**config.mk**
```make
export PLATFORM = sky130hd
export DESIGN_NAME = muldiv_unit
export DESIGN_NICKNAME = d
export VERILOG_FILES = /design/src/rtl/muldiv_unit.sv
export SDC_FILE = /design/constraint.sdc
export NUM_CORES = 1
export LEC_CHECK = 0
export BUFFER_PORTS_ARGS = -buffer_cell sky130_fd_sc_hd__buf_2
export CAP_MARGIN = 20
export CORE_MARGIN = 2
export CORE_UTILIZATION = 55
export DETAILED_ROUTE_END_ITERATION = 6
export PLACE_DENSITY = 0.76
export REMOVE_ABC_BUFFERS = 1
export SYNTH_ARGS = -nofsm -noshare
export SYNTH_HDL_FRONTEND = slang
export SYNTH_SLANG_ARGS = --single-unit
```
**constraint.sdc**
```tcl
create_clock -name clk -period 5.2 [get_ports clk]
set_input_delay 0.78 -clock clk [delete_from_list [all_inputs] [get_ports clk]]
set_output_delay 0.78 -clock clk [all_outputs]
set_load 0.01 [all_outputs]
```
**src/rtl/muldiv_unit.sv**
```systemverilog
// Iterative RV32M multiply/divide unit: 32-step shift-add multiply and restoring divide.
// Optional build macro MULDIV_EARLY_OUT_EN lets trivial operations skip the iteration phase.
`timescale 1ns/1ps
module muldiv_unit #(
   parameter int XLEN  = 32,
   parameter int CNT_W = 5
) (
   input  logic            clk,
   input  logic            reset,
   input  logic            start,
   input  logic [2:0]      op,
   input  logic [XLEN-1:0] src_a,
   input  logic [XLEN-1:0] src_b,
   input  logic [4:0]      dst,
   input  logic            flush,
   output logic            ready,
   output logic            busy,
   output logic            done,
   output logic            wr_en,
   output logic [4:0]      wr_rd,
   output logic [XLEN-1:0] result
);
   // state  | meaning
   // S_IDLE | waiting for start, ready=1
   // S_CALC | one multiply/divide iteration per cycle
   // S_DONE | one-cycle write-back strobe
   typedef enum logic [1:0] {S_IDLE, S_CALC, S_DONE} state_t;

   localparam logic [XLEN-1:0] MIN_NEG = {1'b1, {(XLEN-1){1'b0}}};

   state_t            state;
   logic [CNT_W-1:0]  cnt;
   logic [2:0]        op_q;
   logic [XLEN-1:0]   m_q, hi_q, lo_q, spec_val_q;
   logic              neg_q, neg_r, spec_q;

   logic              a_sgn, b_sgn, neg_a, neg_b, div_zero_in, ovf_in, spec_in;
   logic [XLEN-1:0]   mag_a, mag_b, spec_val_in;
   logic [XLEN:0]     mul_sum, div_trial, div_sub;
   logic              div_ge;
   logic [XLEN-1:0]   hi_n, lo_n, quo_fix, rem_fix, fin_res;
   logic [2*XLEN-1:0] prod_fix;

   always_comb begin
      a_sgn       = (~op[2] & (op[1:0] != 2'b11)) | (op[2] & ~op[0]);
      b_sgn       = (~op[2] & ~op[1]) | (op[2] & ~op[0]);
      neg_a       = a_sgn & src_a[XLEN-1];
      neg_b       = b_sgn & src_b[XLEN-1];
      mag_a       = neg_a ? -src_a : src_a;
      mag_b       = neg_b ? -src_b : src_b;
      div_zero_in = op[2] & (src_b == '0);
      ovf_in      = op[2] & ~op[0] & (src_a == MIN_NEG) & (src_b == '1);
      spec_in     = div_zero_in | ovf_in;
      spec_val_in = '0;
      if (div_zero_in)
         spec_val_in = op[1] ? src_a : '1;
      else if (ovf_in)
         spec_val_in = op[1] ? '0 : MIN_NEG;
   end

`ifdef MULDIV_EARLY_OUT_EN
   logic mul_zero_in;
   assign mul_zero_in = ~op[2] & ((src_a == '0) | (src_b == '0));
`endif

   // hi holds partial product / partial remainder, lo holds multiplier / dividend-quotient
   always_comb begin
      mul_sum   = {1'b0, hi_q} + (lo_q[0] ? {1'b0, m_q} : '0);
      div_trial = {hi_q, lo_q[XLEN-1]};
      div_ge    = div_trial >= {1'b0, m_q};
      div_sub   = div_trial - {1'b0, m_q};
      if (op_q[2]) begin
         hi_n = div_ge ? div_sub[XLEN-1:0] : div_trial[XLEN-1:0];
         lo_n = {lo_q[XLEN-2:0], div_ge};
      end else begin
         hi_n = mul_sum[XLEN:1];
         lo_n = {mul_sum[0], lo_q[XLEN-1:1]};
      end
      prod_fix = neg_q ? -{hi_n, lo_n} : {hi_n, lo_n};
      quo_fix  = neg_q ? -lo_n : lo_n;
      rem_fix  = neg_r ? -hi_n : hi_n;
      case (op_q)
         3'b000:                 fin_res = prod_fix[XLEN-1:0];
         3'b001, 3'b010, 3'b011: fin_res = prod_fix[2*XLEN-1:XLEN];
         3'b100, 3'b101:         fin_res = quo_fix;
         default:                fin_res = rem_fix;
      endcase
      if (spec_q)
         fin_res = spec_val_q;
   end

   always_ff @(posedge clk) begin
      if (reset) begin
         state      <= S_IDLE;
         cnt        <= '0;
         op_q       <= '0;
         m_q        <= '0;
         hi_q       <= '0;
         lo_q       <= '0;
         spec_val_q <= '0;
         neg_q      <= 1'b0;
         neg_r      <= 1'b0;
         spec_q     <= 1'b0;
         ready      <= 1'b1;
         busy       <= 1'b0;
         done       <= 1'b0;
         wr_en      <= 1'b0;
         wr_rd      <= '0;
         result     <= '0;
      end else begin
         case (state)
            S_IDLE: begin
               done  <= 1'b0;
               wr_en <= 1'b0;
               if (start && !flush) begin
                  op_q       <= op;
                  m_q        <= op[2] ? mag_b : mag_a;
                  lo_q       <= op[2] ? mag_a : mag_b;
                  hi_q       <= '0;
                  neg_q      <= neg_a ^ neg_b;
                  neg_r      <= neg_a;
                  spec_q     <= spec_in;
                  spec_val_q <= spec_val_in;
                  wr_rd      <= dst;
                  cnt        <= '0;
                  ready      <= 1'b0;
                  busy       <= 1'b1;
`ifdef MULDIV_EARLY_OUT_EN
                  if (spec_in || mul_zero_in) begin
                     state  <= S_DONE;
                     done   <= 1'b1;
                     wr_en  <= (dst != 5'd0);
                     result <= spec_in ? spec_val_in : '0;
                  end else begin
                     state <= S_CALC;
                  end
`else
                  state <= S_CALC;
`endif
               end
            end
            S_CALC: begin
               if (flush) begin
                  state <= S_IDLE;
                  ready <= 1'b1;
                  busy  <= 1'b0;
                  done  <= 1'b0;
                  wr_en <= 1'b0;
               end else begin
                  hi_q <= hi_n;
                  lo_q <= lo_n;
                  cnt  <= cnt + 1'b1;
                  if (cnt == {CNT_W{1'b1}}) begin
                     state  <= S_DONE;
                     done   <= 1'b1;
                     wr_en  <= (wr_rd != 5'd0);
                     result <= fin_res;
                  end
               end
            end
            default: begin
               state <= S_IDLE;
               ready <= 1'b1;
               busy  <= 1'b0;
               done  <= 1'b0;
               wr_en <= 1'b0;
            end
         endcase
      end
   end
endmodule

```
# After elaboration in Yosys (flattened, before gate mapping)
# Cells that the tools add are included.
dict set report word_totals {
  ff_bits 182
  latch_bits 0
  ramBits 0
  rom_bits 0
  in_bits 76
  output_inout_bits 41
  elab_cells 107
  mem_count 0
}
dict set report op_classes {
  n_addsub 8
  mul 0
  n_div 0
  magnitude_cmp 1
  n_eq_ne 14
  n_shift 0
  n_mux 36
  bitwise 17
  reduce_logical 15
}
# op n
set ops {}
lappend ops {{2-to-1 mux 32 bit} 19}
lappend ops {{negator 32 bit} 4}
lappend ops {{one-hot mux 32 bit (2 select lines)} 2}
lappend ops {{one-hot mux 32 bit (3 select lines)} 1}
lappend ops {{equality test 32 bit (second input constant)} 2}
lappend ops {{2-to-1 mux 64 bit} 1}
lappend ops {{negator 64 bit} 1}
lappend ops {{adder 32 x 32 -> 33 bit} 1}
lappend ops {{>= comparator 33 x 32 -> 1 bit} 1}
lappend ops {{logical NOT 32 bit} 1}
lappend ops {{subtractor 32 bit} 1}
lappend ops {{2-to-1 mux 5 bit} 2}
lappend ops {{one-hot mux 5 bit (2 select lines)} 1}
lappend ops {{bitwise AND 1 bit} 8}
lappend ops {{!= test 2 bit (second input constant)} 4}
lappend ops {{equality test 3 x 2 -> 1 bit (second input constant)} 2}
lappend ops {{equality test 3 bit (second input constant)} 2}
lappend ops {{2-to-1 mux 2 bit} 3}
lappend ops {{AND reduction 2 bit} 3}
lappend ops {{AND reduction 3 bit} 2}
lappend ops {{OR reduction 3 bit} 2}
lappend ops {{adder 5 x 1 -> 5 bit (second input constant)} 1}
lappend ops {{equality test 5 bit (second input constant)} 1}
lappend ops {{inverter 1 bit} 5}
lappend ops {{15 further kinds} 21}

# Logic depth before layout (Yosys ltp)
# Gate-level depths: netlist of the first run.
dict set report logic_depth {
  ltp_word 8
  depth_mapped 21
  ltp_nobuf 18
}

# Least setup slack after synthesis of the first run
# OpenSTA, ideal clock, no wires.
dict set report synth_timing {
  path_kind {register to register}
  start {register m_q[17]}
  end {register result[24]}
  setup_ps 112
  t_arrival_ps 4701
  t_required_ps 5088
  setup_slack_ps 387
  stages_incl_launch_ff 21
  path_buffers 3
  period_less_slack_ps 4813
  path_cell_list {dfxtp_1 > inv_1 > ha_1 > buf_4 > and4_4 > nand2_2 > or3_4 > nand4b_1 > and3_4 > nand2_2 > buf_4 > clkbuf_1 > mux2_2 > a21oi_1 > ha_1 > or4b_4 > nor3b_2 > a41oi_1 > xnor2_1 > a21oi_1 > a2111oi_1}
}
dict set report synth_via {
  elab_chain_cells 7
  elab_cells_between_ends 15
  cone_classes {5 x add/sub; 1 x order compare; 9 x mux}
}
# element line
set synth_rtl {}
lappend synth_rtl {{start: declaration} 34} ;# logic [XLEN-1:0] m_q, hi_q, lo_q, spec_val_q;
lappend synth_rtl {{start signal: assignment} 117} ;# m_q <= op[2] ? mag_b : mag_a;
lappend synth_rtl {{2-to-1 mux 32 bit (tied with other cells)} 68} ;# mul_sum = {1'b0, hi_q} + (lo_q[0] ? {1'b0, m_q} : '0);
lappend synth_rtl {{adder 32 x 32 -> 33 bit or 2-to-1 mux 32 bit (tied branches)} {68, 73}}
lappend synth_rtl {{2-to-1 mux 32 bit} 72} ;# if (op_q[2]) begin
lappend synth_rtl {{negator 64 bit or negator 32 bit (tied branches)} {79, 81}}
lappend synth_rtl {{2-to-1 mux 64 bit or 2-to-1 mux 32 bit (tied branches)} {79, 81}}
lappend synth_rtl {{one-hot mux 32 bit (3 select lines) (*)} 82} ;# case (op_q)
lappend synth_rtl {{2-to-1 mux 32 bit (*)} 88} ;# if (spec_q)
lappend synth_rtl {{end signal: assignment} 157} ;# result <= fin_res;
lappend synth_rtl {{end: declaration} 21} ;# output logic [XLEN-1:0] result
# Every way passes the cells marked *; elsewhere a longest branch is shown, timed or not.
# A chain may end at the register's enable or synchronous reset.

# Final worst setup path of the first run
dict set report layout_timing {
  start {register lo_q[31]}
  end {register result[24]}
}
dict set report layout_via {
  elab_chain_cells 7
  elab_cells_between_ends 13
  cone_classes {4 x add/sub; 1 x order compare; 8 x mux}
}
# element line
set layout_rtl {}
lappend layout_rtl {{start: declaration} 34}
lappend layout_rtl {{start signal: assignment} 118} ;# lo_q <= op[2] ? mag_a : mag_b;
lappend layout_rtl {{start signal: assignment} 151} ;# lo_q <= lo_n;
lappend layout_rtl {{subtractor 32 bit or >= comparator 33 x 32 -> 1 bit (tied branches)} {71, 70}}
lappend layout_rtl {{2-to-1 mux 32 bit} 73} ;# hi_n = div_ge ? div_sub[XLEN-1:0] : div_trial[XLEN-1:0];
lappend layout_rtl {{2-to-1 mux 32 bit} 72}
lappend layout_rtl {{negator 64 bit or negator 32 bit (tied branches)} {79, 81}}
lappend layout_rtl {{2-to-1 mux 64 bit or 2-to-1 mux 32 bit (tied branches)} {79, 81}}
lappend layout_rtl {{one-hot mux 32 bit (3 select lines) (*)} 82}
lappend layout_rtl {{2-to-1 mux 32 bit (*)} 88}
# Marks and branches as above.

==> flow_summary.ini, run 1 <==
[logic_synthesis]
ys_async_sr_fraction_pct = 0
yosys_warnings = 0
yosysTopAreaCellShare_pct = 21.2
yosysMostFrequentCell = nand2_1
synth_edf_count = 0
synth_ff_type = dfxtp_1
syn_inst = 2405
syn_area_per_cell_um2 = 7.14
ys_seq_elements = 182
yosysSeqAreaShare_pct = 21.2
synth_area_um2 = 17200
ys_top_cells_by_count = 352 x nand2_1, 207 x o21ai_0, 189 x a21oi_1, 186 x nor2_1, 182 x dfxtp_1
synth_area_leader_cell = dfxtp_1
synth_cell_types = 103
netlist_top_cells_area = dfxtp_1 21%, nand2_1 7.7%, o21ai_0 6.0%

[outcome]
outcome = finished clean

[route]
avgViaCountPerCell = 6.61
route.detailed.drc = 0
routedWlPerCell_um = 23.8
finalWirelength_mm = 69.4
vias = 19200
antenna_left = 0
drtPass1Iterations = 7
drtIter0Drc = 2276

[power_and_ir_drop]
switching_share_pct = 37.7
clkPwrFrac_pct = 31.2
p_leak_nw = 7.67
share_comb_of_total_power_pct = 35.2
intPower_mw = 2.78
power_density_nw_per_um2 = 231
finalPower_mw = 4.46
p_switching_mw = 1.68
ir_drop_mv = 0.182
seq_power_share_pct = 33.7

[global_route]
grt_pass1_wl_mm = 105
antenna_found_initial = 0
grt_max_degree = 68
grt_pass1_vias = 17600
overflow = 0
grt_usage_pct = 41.2

[cells_and_area]
nFillCells = 2812
areaGrowthSynthToFinish_pct = 12.3
nNetsFinal = 2649
final_cell_area_um2 = 19300
finalNonFillerCells = 2909
insertedDiodeCount = 0
drive_above_1_share_pct = 14.0

[sta]
finalCriticalPeriod_ns = 5.06
worst_pin_slew_ns = 1.17
fmax_ghz = 0.197
fin_worst_skew_ns = 0.00909
finalCritPeriodShare_pct = 97.4
hold_violations = 0
hold_ws_ns = 0.455
rsz0062_at_grt = false
finalSetupViolations = 0
tns_ns = 0
max-slew-margin-rel_pct = 22.3
maxSlewViolCount = 0

[placement]
dp.cells = 2870
gp_congestion = 1.08
placed_area_um2 = 18400
hpwl_mm = 53.6
io_buffers = 116

[clocking]
clk_latency_ns = 0.46
cts.sinks = 182
clock-root-buffer = clkbuf_16
cts_buffers = 17
htree_levels = 4
clk_path_buf_depth = 2
cts_tree = yes
clk_pin_slew_worst_paths_ns = 0.07
holdBufCountCts = 0

[critical_path]
critPathArrivalTime_ns = 5.41
worstPathRequired_ns = 5.54
endpoint = result[24]$_SDFFE_PP0P_
critPathLaunch = lo_q[31]$_SDFFE_PP0P_
critPathKind = reg -> reg
ff2ff_setup_slack_ns = 0.14
crit_path_max_fanout = 7
crit-reg2reg-launch = lo_q[31]$_SDFFE_PP0P_
endpoint_kind = flop
reg2regPathDepth = 17
start_kind = flop
reg2reg_to = result[24]$_SDFFE_PP0P_

[floorplanning]
pin_count = 117
floorplan.die_area_um2 = 32600
initial_core_util_pct = 56.0
die_w_um = 181
fp.dieH_um = 181
core-area_um2 = 30700
row_count = 64

[flow_run]
cap_violations = 0

[worst_hold_path]
min_path_type = reg -> reg
holdPathStages = 2
min_from = spec_val_q[14]$_SDFFE_PP0P_
==> power groups by stage <==
stage / sequential, mW / clock (mW) / combinational [mW]
3_5_place_dp: 1.53 / 0 / 1.48
4_1_cts: 1.50 / 1.39 / 1.51
6_report: 1.50 / 1.39 / 1.57
3_3_place_gp: 1.53 / 0 / 1.47
2_1_floorplan: 1.52 / 0 / 0.922
5_1_grt: 1.50 / 1.45 / 1.68
==> cells in the final DEF (no fill, tap or decap), drive strengths merged, types with 44 or more instances in the layout <==
cell / Yosys / final
nor2: 186 / 186
buf: 42 / 232
nor2b: 44 / 44
dfxtp: 182 / 182
a21oi: 194 / 194
ha: 71 / 71
nand2: 354 / 354
o211ai: 69 / 69
o21ai: 211 / 211
mux2i: 45 / 45
nor3: 67 / 67
xnor2: 99 / 99
xor2: 81 / 81
and2: 49 / 49
inv: 63 / 65
==> worst max-delay path, cell delays in order (launching register included) <==
cell and delay (ns):
dfxtp_4 0.39, inv_1 0.09, ha_4 0.30, nand4_1 0.29, or3_4 0.48, nor4_4 0.43
nand4b_1 0.19, and3_4 0.29, nand2_4 0.09, mux2_2 0.34, a21oi_2 0.16, ha_2 0.23
or4b_4 0.54, nor3b_4 0.34, a41oi_2 0.17, xnor2_1 0.21, a21oi_1 0.10, a2111oi_1 0.30
==> final cells by class <==
class,count,area (um2),area share (%)
Timing Repair Buffer,232,1470,7.62
Clock buffer,22,454,2.36
Multi-Input combinational cell,2003,12800,66.5
Clock inverter,10,144,0.747
Sequential cell,182,3650,19.0
Tap cell,396,495,2.57
Inverter,64,240,1.25
==> worst min-delay path by stage <==
stage / end
2_1_floorplan: spec_val_q[11]$_SDFFE_PP0P_
3_3_place_gp: spec_val_q[14]$_SDFFE_PP0P_
3_5_place_dp: spec_val_q[14]$_SDFFE_PP0P_
4_1_cts: spec_val_q[14]$_SDFFE_PP0P_
5_1_grt: result[2]$_SDFFE_PP0P_
6_report: spec_val_q[14]$_SDFFE_PP0P_
==> what timing repair did <==
| action | 4_1_cts | 5_1_grt |
|---|---|---|
| pin swaps | 6 | 11 |
| endpoints found under the setup margin | 32 | 16 |
| resized for setup | 6 | 32 |
| setup buffers | 3 | 4 |
==> routing by layer <==
metal / GRT usage [%] / part of all wire [%] / vias to the layer above
met4: 19.5 / 5.0 / 0
met5: 0 / 0 / -
met2: 64.7 / 44 / 1105
met3: 8.69 / 10 / 177
met1: 53.7 / 40 / 9022
li1: - / - / 8923
==> per-stage QoR <==
stage               worst slack, ns  util (%)
detailed placement           -0.913      60.1
finish                        0.137      62.8
CTS                         0.00212      62.2
floorplan                     -2.23         -
global placement             -0.968      60.1
global route                0.00627      62.8
==> registers in the layout, indices dropped and copies added, names as in the netlist, 2 cells and up <==
register and flops:
wr_rd 5, hi_q 32, op_q 3, result 32, m_q 32, lo_q 32
state 2, spec_val_q 32, cnt 5
==> logic make-up (layout without fill, tap and decap cells) <==
logic type,after synthesis,in the layout,share of synthesized area (%)
and+or+nand+nor,932,932,26.3
DFF,182,182,21.2
AOI/OAI and AO/OA,765,765,29.4
xor gates and xnor gates,180,180,9.18
muxes,53,53,3.15
adders and majority gates,73,73,5.41
buffers and inverters,220,328,5.28
Power figures use the tool's default switching activity.
==> inputs of run 2 (changes only) <==
==> constraint.sdc (replaced) <==
create_clock -name clk -period 5.2 [get_ports clk]
set_input_delay 1.04 -clock clk [delete_from_list [all_inputs] [get_ports clk]]
set_output_delay 1.04 -clock clk [all_outputs]
set_load 0.01 [all_outputs]
==> run 2 against run 1 <==
  * The run now ends with DRC left
  * Global-route usage fell by 1.1 points
  * Sequential cell count is the same
  * Worst hold slack worse by 0.0031 ns
  * Wire length decreased by 2.9%
  * Clock power is essentially flat
  * Sequential share of layout area rose by 0.22 points
  * Non-clock buffer count fell by 15
  * Combinational power down 3%
  * First-iteration DRC count increased by 1.2%
  * Worst setup slack gained 0.033 ns
  * Die area unchanged
  * Clock skew is 0.0018 ns higher
  * Largest cell class unchanged
==> flow_summary.ini, run 2 (synthesized netlist as in run 1, its figures left out) <==
[sta]
finalCriticalPeriod_ns = 5.03
setup_ws_ns = 0.170
finalCritPeriodShare_pct = 96.7
hold_ws_ns = 0.452
max-slew-margin-rel_pct = 29.3
worst_pin_slew_ns = 1.06
fin_worst_skew_ns = 0.0109
hold_violations = 0
tns_ns = 0
rsz0062_at_grt = true
maxSlewViolCount = 0
fmax_ghz = 0.199
finalSetupViolations = 0

[clocking]
clk_latency_ns = 0.45
cts_tree = yes
htree_levels = 4
cts.sinks = 182
cts_setup_buffers = 0
clock-root-buffer = clkbuf_16
clk_pin_slew_worst_paths_ns = 0.08
clk_path_buf_depth = 2
cts_buffers = 17

[critical_path]
critPathKind = reg -> reg
crit-reg2reg-launch = m_q[7]$_SDFFE_PP0P_
critPathArrivalTime_ns = 5.38
crit_path_max_fanout = 25
endpoint_kind = flop
start_kind = flop
worstPathRequired_ns = 5.55
reg2regPathDepth = 18
reg2reg_to = result[26]$_SDFFE_PP0P_
ff2ff_setup_slack_ns = 0.17

[power_and_ir_drop]
share_comb_of_total_power_pct = 34.7
seq_power_share_pct = 33.8
p_switching_mw = 1.70
ir_drop_mv = 0.175
switching_share_pct = 38.5
power_density_nw_per_um2 = 232
clkPwrFrac_pct = 31.5
p_leak_nw = 7.58
intPower_mw = 2.72

[placement]
dp_slack_ns = -0.149
gp_congestion = 1.04
hpwl_mm = 52.4
placed_area_um2 = 18400
io_buffers = 116

[route]
vias = 19100
drtIter0Drc = 2303
antenna_left = 0
finalWirelength_mm = 67.4
drtPass1Iterations = 7
route.detailed.drc = 2
routedWlPerCell_um = 23.3
avgViaCountPerCell = 6.60

[cells_and_area]
utilization_pct = 62.0
areaGrowthSynthToFinish_pct = 10.8
final_cell_mix = 352 x nand2_1, 207 x o21ai_0, 189 x a21oi_1
multiInputGateArea_um2 = 12700
final_common_cell = nand2_1
drive_above_1_share_pct = 12.8
insertedDiodeCount = 0
final_cell_area_um2 = 19000
regArea_um2 = 3650
nFillCells = 2878
nNetsFinal = 2634

[floorplanning]
row_count = 64
initial_core_util_pct = 56.0
floorplan.die_area_um2 = 32600
fp.dieH_um = 181
die_w_um = 181
core-area_um2 = 30700
pin_count = 117

[global_route]
antenna_found_initial = 0
grt_usage_pct = 40.1
overflow = 0
grt_pass1_wl_mm = 103
grt_pass1_vias = 17700
grt_max_degree = 73

[worst_hold_path]
min_from = result[0]$_SDFFE_PP0P_
min_path_type = reg -> reg
holdPathStages = 2
hold_path_end = result[0]$_SDFFE_PP0P_

[outcome]
outcome = finished with violations
violations = DRC

[flow_run]
cap_violations = 0
==> run 2: cell type report <==
cell class                      count  share of cell area [%]
Multi-Input combinational cell   2003                    66.6
Sequential cell                   182                    19.2
Timing Repair Buffer              217                    7.12
Tap cell                          396                    2.61
Clock buffer                       17                    2.24
Inverter                           64                    1.26
Clock inverter                     15                   0.954
==> run 2: layer usage <==
metal | vias up | track usage, % | part of all wire, % | routed length, um
met5 | - | 0 | 0 | 0
met2 | 1084 | 64.0 | 45 | 30000
met4 | 0 | 20.0 | 5.4 | 3650
met3 | 182 | 7.05 | 9.8 | 6630
li1 | 8881 | - | - | -
met1 | 8947 | 52.1 | 40 | 27100
==> run 2: worst max-delay path by stage <==
stage	start	to	slack, ns	cells past startpoint
floorplan	op_q[2]$_SDFFE_PP0P_	result[30]$_SDFFE_PP0P_	-2.23	12
global placement	m_q[31]$_SDFFE_PP0P_	result[26]$_SDFFE_PP0P_	-0.11	18
detailed placement	m_q[31]$_SDFFE_PP0P_	result[26]$_SDFFE_PP0P_	-0.15	18
CTS	m_q[31]$_SDFFE_PP0P_	result[30]$_SDFFE_PP0P_	0.03	18
global route	lo_q[0]$_SDFFE_PP0P_	result[26]$_SDFFE_PP0P_	-0.03	17
finish	m_q[7]$_SDFFE_PP0P_	result[26]$_SDFFE_PP0P_	0.17	18
==> run 2: power by group through the flow <==
stage	Clock [mW]	Sequential [mW]	Combinational (mW)
6_report	1.39	1.49	1.53
5_1_grt	1.45	1.50	1.64
4_1_cts	1.40	1.49	1.48
3_5_place_dp	0	1.52	1.47
3_3_place_gp	0	1.52	1.45
2_1_floorplan	0	1.52	0.922
==> run 2: repair_timing <==
action / CTS / global route
pin swaps: 0 / 3
hold buffers: 0 / 0
setup endpoints to repair: 7 / 9
resized for setup: 1 / 7
==> run 2: per-stage QoR <==
stage / power (mW) / instances
6_report: 4.41 / 2894
4_1_cts: 4.37 / 2894
3_5_place_dp: 2.99 / 2862
3_3_place_gp: 2.97 / 2861
2_1_floorplan: 2.44 / 2249
5_1_grt: 4.59 / 2894
==> run 2: worst max-delay path: stages (launching register included) <==
cell and delay [ns]:
dfxtp_1 0.48, inv_1 0.09, ha_1 0.37, nand4_1 0.17, or3_1 0.40, nor4_4 0.31, nand4b_1 0.18, and3_4 0.30
nand2_2 0.12, buf_12 0.19, nand2_1 0.07, a31oi_1 0.26, ha_2 0.30, and3_1 0.22, nand3_1 0.31, o41ai_1 0.55
xor2_1 0.20, o221ai_1 0.13, a22o_1 0.24
